===== src/rtl/sub16_serial.sv =====
// Bit-serial subtractor: a - b - borrow_in, one bit per clock via a single full-adder and carry flop.
// Optional overflow output enabled by defining SUB16_OVERFLOW_FLAG_EN.
module sub16_serial #(
   parameter int unsigned WIDTH = 16
) (
   input  logic             clk,
   input  logic             rst_n,
   input  logic             start,
   input  logic [WIDTH-1:0] a,
   input  logic [WIDTH-1:0] b,
   input  logic             borrow_in,
   output logic             busy,
   output logic             done,
   output logic [WIDTH-1:0] diff,
   output logic             borrow_out
`ifdef SUB16_OVERFLOW_FLAG_EN
   ,
   output logic             overflow
`endif
);

   localparam int unsigned CW = $clog2(WIDTH + 1);

   typedef enum logic {IDLE, RUN} state_t;

   state_t           state, state_nxt;
   logic [CW-1:0]    cnt;
   logic [WIDTH-1:0] a_sh, b_sh;
   logic [WIDTH-2:0] res;
   logic             carry;
   logic             nb, sum_bit, carry_nxt, last;

   // Subtraction as a + ~b + ~borrow_in; carry holds the inverted borrow.
   assign nb        = ~b_sh[0];
   assign sum_bit   = a_sh[0] ^ nb ^ carry;
   assign carry_nxt = (a_sh[0] & nb) | (a_sh[0] & carry) | (nb & carry);
   assign last      = (cnt == CW'(WIDTH - 1));

   always_ff @(posedge clk) begin
      if (!rst_n) state <= IDLE;
      else        state <= state_nxt;
   end

   always_comb begin
      state_nxt = state;
      busy      = 1'b0;
      case (state)
         IDLE: if (start) state_nxt = RUN;
         RUN: begin
            busy = 1'b1;
            if (last) state_nxt = IDLE;
         end
         default: state_nxt = IDLE;
      endcase
   end

   always_ff @(posedge clk) begin
      if (!rst_n) begin
         cnt        <= '0;
         a_sh       <= '0;
         b_sh       <= '0;
         res        <= '0;
         carry      <= 1'b0;
         done       <= 1'b0;
         diff       <= '0;
         borrow_out <= 1'b0;
`ifdef SUB16_OVERFLOW_FLAG_EN
         overflow   <= 1'b0;
`endif
      end else begin
         done <= 1'b0;
         case (state)
            IDLE: begin
               if (start) begin
                  a_sh  <= a;
                  b_sh  <= b;
                  carry <= ~borrow_in;
                  cnt   <= '0;
               end
            end
            RUN: begin
               a_sh  <= a_sh >> 1;
               b_sh  <= b_sh >> 1;
               carry <= carry_nxt;
               res   <= {sum_bit, res[WIDTH-2:1]};
               cnt   <= cnt + CW'(1);
               if (last) begin
                  // Final bit goes straight into diff; res holds the lower WIDTH-1 bits.
                  diff       <= {sum_bit, res};
                  borrow_out <= ~carry_nxt;
                  done       <= 1'b1;
`ifdef SUB16_OVERFLOW_FLAG_EN
                  // Operand MSBs are sitting at bit 0 of the shift registers now.
                  overflow   <= (a_sh[0] != b_sh[0]) && (sum_bit != a_sh[0]);
`endif
               end
            end
            default: ;
         endcase
      end
   end

endmodule


===== config.mk =====
export PLATFORM = sky130hd
export DESIGN_NAME = sub16_serial
export DESIGN_NICKNAME = d
export VERILOG_FILES = /design/src/rtl/sub16_serial.sv
export SDC_FILE = /design/constraint.sdc
export NUM_CORES = 1
export LEC_CHECK = 0
export CORE_AREA = 2 2 81 83
export DETAILED_ROUTE_END_ITERATION = 16
export DIE_AREA = 0 0 83 85
export PLACE_DENSITY = 0.77
export SLEW_MARGIN = 20
export SYNTH_ARGS = -nofsm -noshare
export SYNTH_HDL_FRONTEND = slang
export SYNTH_SLANG_ARGS = --single-unit

===== constraint.sdc =====
create_clock -name clk -period 1.9 [get_ports clk]
set_clock_uncertainty 0.15 [all_clocks]
set_input_delay 0.38 -clock clk [delete_from_list [all_inputs] [get_ports clk]]
set_output_delay 0.38 -clock clk [all_outputs]
set_load 0.02 [all_outputs]

==> run summary <==
Setup slack after placement = 180.2 ps
Fin util = 62.77%
Final Wtd Congestion = 0.6953
Setup Viol. Count Final = 0
Peak supply drop = 0.4416 mV
Final Cell Area = 3895 sq um
WL/cell = 12.23 um
Largest net degree at the start of global routing = 92
Via count = 2302
DRT iter0 DRCs = 148
Startpoint types = register
Post-Syn Area = 3156 sq um
Fin worst setup slack = 54.12 ps
P_leak = 1.508 nW
Clk buf depth = 2
Clk_lat worst skew = 330 ps
Worst-path fanout max = 2
Antenna-violating nets left = 0
Slew headroom = 74.28%
Power Density = 838.0 nW/um^2
I/O pin count = 55
Total track usage = 16.75%
Hold path depth = 2
Clk pin slew, worst setup/hold paths = 70 ps
Ant diodes = 0
Critical path class = register to output pin
Status = complete, no violations
F_max = 0.5417 GHz
Fillers = 523
Fraction of the yosys area taken by sequential cells = 45.68%
Reg2reg path depth = 6
Crit. End Element = output pin
CP peak stage delay = 620 ps
R2R Setup Slk = 140 ps
Worst-Margin Slew = 385.8 ps
Row Count = 29
Root Driver = clkbuf_8
Initial antenna violation count = 0
Synthesized instance count = 335
Synth unique cells = 35
Layout area overhead = 23.43%
Post-synth top area share = 45.68%
Avg Cell Area, Syn = 9.419 sq um
Yosys warning total = 0
Overflow after GRT = 0
Final hold violations = 0
Worst setup path start = borrow_out
Core ar. = 6205 sq um
Setup bufs post-CTS = 0
Worst hold path type = register to register
CTS Hold Bufs = 0
DRT Pass-1 Iters = 4
Min-delay src = diff[14]
Top Family by Delay on Critical Path = buffers and inverters
Share of layout cells above drive strength 1 = 6.771%
First-pass GRT wire length = 9694 um
Critical Path AT = 1320 ps
CTS tree = yes
Fin crit period = 1846 ps
Dpl hpwl = 3531 um
Syn Nets = 375
Fin crit share = 97.15%
Max-slew violations = 0
Die Y = 85 um
Routed wire length = 5637 um
Final TNS setup = 0 ps
# H-tree levels = 3
Required @ worst endpoint = 1370 ps
Critical-path cell list = clkdlybuf4s50_1
Synthesized flop and latch total = 72
CTS resizes = 0
TritonCTS Sinks = 72
Hold WS = 302.2 ps
Post-synth top area cell = dfxtp_1
Max_cap viols = 0
Die Area = 7055 sq um
Vias/cell = 4.993
Top area cells in the synthesized netlist = dfxtp_1 46%, mux2i_1 15%, nand2_1 7.7%
RSZ-0062 raised after global routing = no
DP Area = 3665 sq um
Buffers plus inverters on the worst setup path = 1
# port buffers = 54
CTS buffer count = 9
R2r endpoint = diff[3]
Vias in the first global route = 2175
Nets = 419
Die Wd = 83 um
WHS Endpoint = diff[14]
Starting Density = 50.86%
Drc violations = 0
CP max-delay cell = clkdlybuf4s50_1
FF-to-FF Start = cnt[0]
layout make-up:
cell class,instances,area [sq um],share of cell area [%]
multi-input cells,237,1525,39.16
flip-flops and latches,72,1445,37.10
repair buffers,57,590.6,15.16
clock buffers,11,151.4,3.887
well taps,77,96.34,2.473
clock inverters,5,78.83,2.024
inverters,2,7.507,0.1927
layout by cell type (no fill, tap or decap), types with 2 or more instances in the layout:
cell,netlist,final
nor2b_1,20,20
a21boi_0,6,6
a21boi_1,12,12
bufinv_16,0,2
clkbuf_8,0,11
and3_1,2,2
inv_1,2,2
o21ai_0,12,12
and2_1,30,30
buf_12,2,3
mux2i_1,48,48
clkinv_2,0,2
o21ai_1,20,20
nor2_1,3,3
buf_2,4,2
ha_1,3,3
dfxtp_1,72,71
clkdlybuf4s50_1,0,52
nand2_1,65,65
power breakdown:
group,internal (mW),total (mW),switching [mW]
Combinational,0.182,0.320,0.138
Clock,0.809,1.35,0.543
Sequential,1.56,1.59,0.0314
metrics by stage:
stage / cells / power, mW
floorplan: 335 / 1.846
global placement: 445 / 1.941
detailed placement: 445 / 1.949
CTS: 461 / 3.293
global route: 461 / 3.406
finish: 461 / 3.264
synthesized netlist by cell type, drive strengths merged:
| cell type | count |
|---|---|
| nor3 | 1 |
| nand4b | 1 |
| a21oi | 1 |
| nand3 | 1 |
| a211o | 1 |
| nand3b | 1 |
| o211a | 1 |
| nand2 | 66 |
| mux2i | 48 |
| and3 | 2 |
| ha | 3 |
| nand2b | 1 |
| o21ai | 32 |
| and2 | 31 |
| nor2b | 20 |
| clkbuf | 10 |
| nor2 | 4 |
| dfxtp | 72 |
| fa | 1 |
| nor3b | 2 |
| a31oi | 1 |
| buf | 14 |
| a21boi | 18 |
| o21a | 1 |
| inv | 2 |
cells by family (layout without fill, tap and decap cells):
group                      count (synthesis)  after routing  share of synthesized area, %
AOI/OAI and AO/OA                         55             55                         10.55
adders and majority gates                  4              4                         1.824
buffers and inverters                     26             75                         5.987
DFF                                       72             72                         45.68
muxes                                     48             48                         15.23
and+or+nand+nor                          130            130                         20.74
worst reg2reg max path: cells and delay by family, from the launching register on:
kind            cells  cell delay [ps]
compound gates      1              200
fa+ha+maj           2              440
flops               1              340
simple gates        3              540
routing by layer:
layer / wire [um] / share of wire, % / vias up / GRT usage [%]
li1: - / - / 1198 / -
met1: 2696 / 48 / 1062 / 20.17
met2: 2677 / 47 / 32 / 28.96
met3: 158 / 2.8 / 10 / 3.696
met4: 104 / 1.8 / 0 / 7.154
met5: 0 / 0 / - / 0
worst max path at each step:
stage / endpoint / depth (start not counted) / slack, ps
after global routing: borrow_out / 1 / 8
after detailed placement: diff[2] / 6 / 180
after global placement: diff[1] / 6 / 240
final: borrow_out / 1 / 50
after floorplan: borrow_out / 7 / 120
after CTS: borrow_out / 1 / 40
flip-flops by register name, summed over array words and instances, names as in the netlist:
| signal | count |
|---|---|
| carry | 1 |
| a_sh | 16 |
| b_sh | 16 |
| borrow_out | 1 |
| res | 15 |
| state | 1 |
| diff | 16 |
| cnt | 5 |
| done | 1 |
Power figures use the tool's default switching activity.
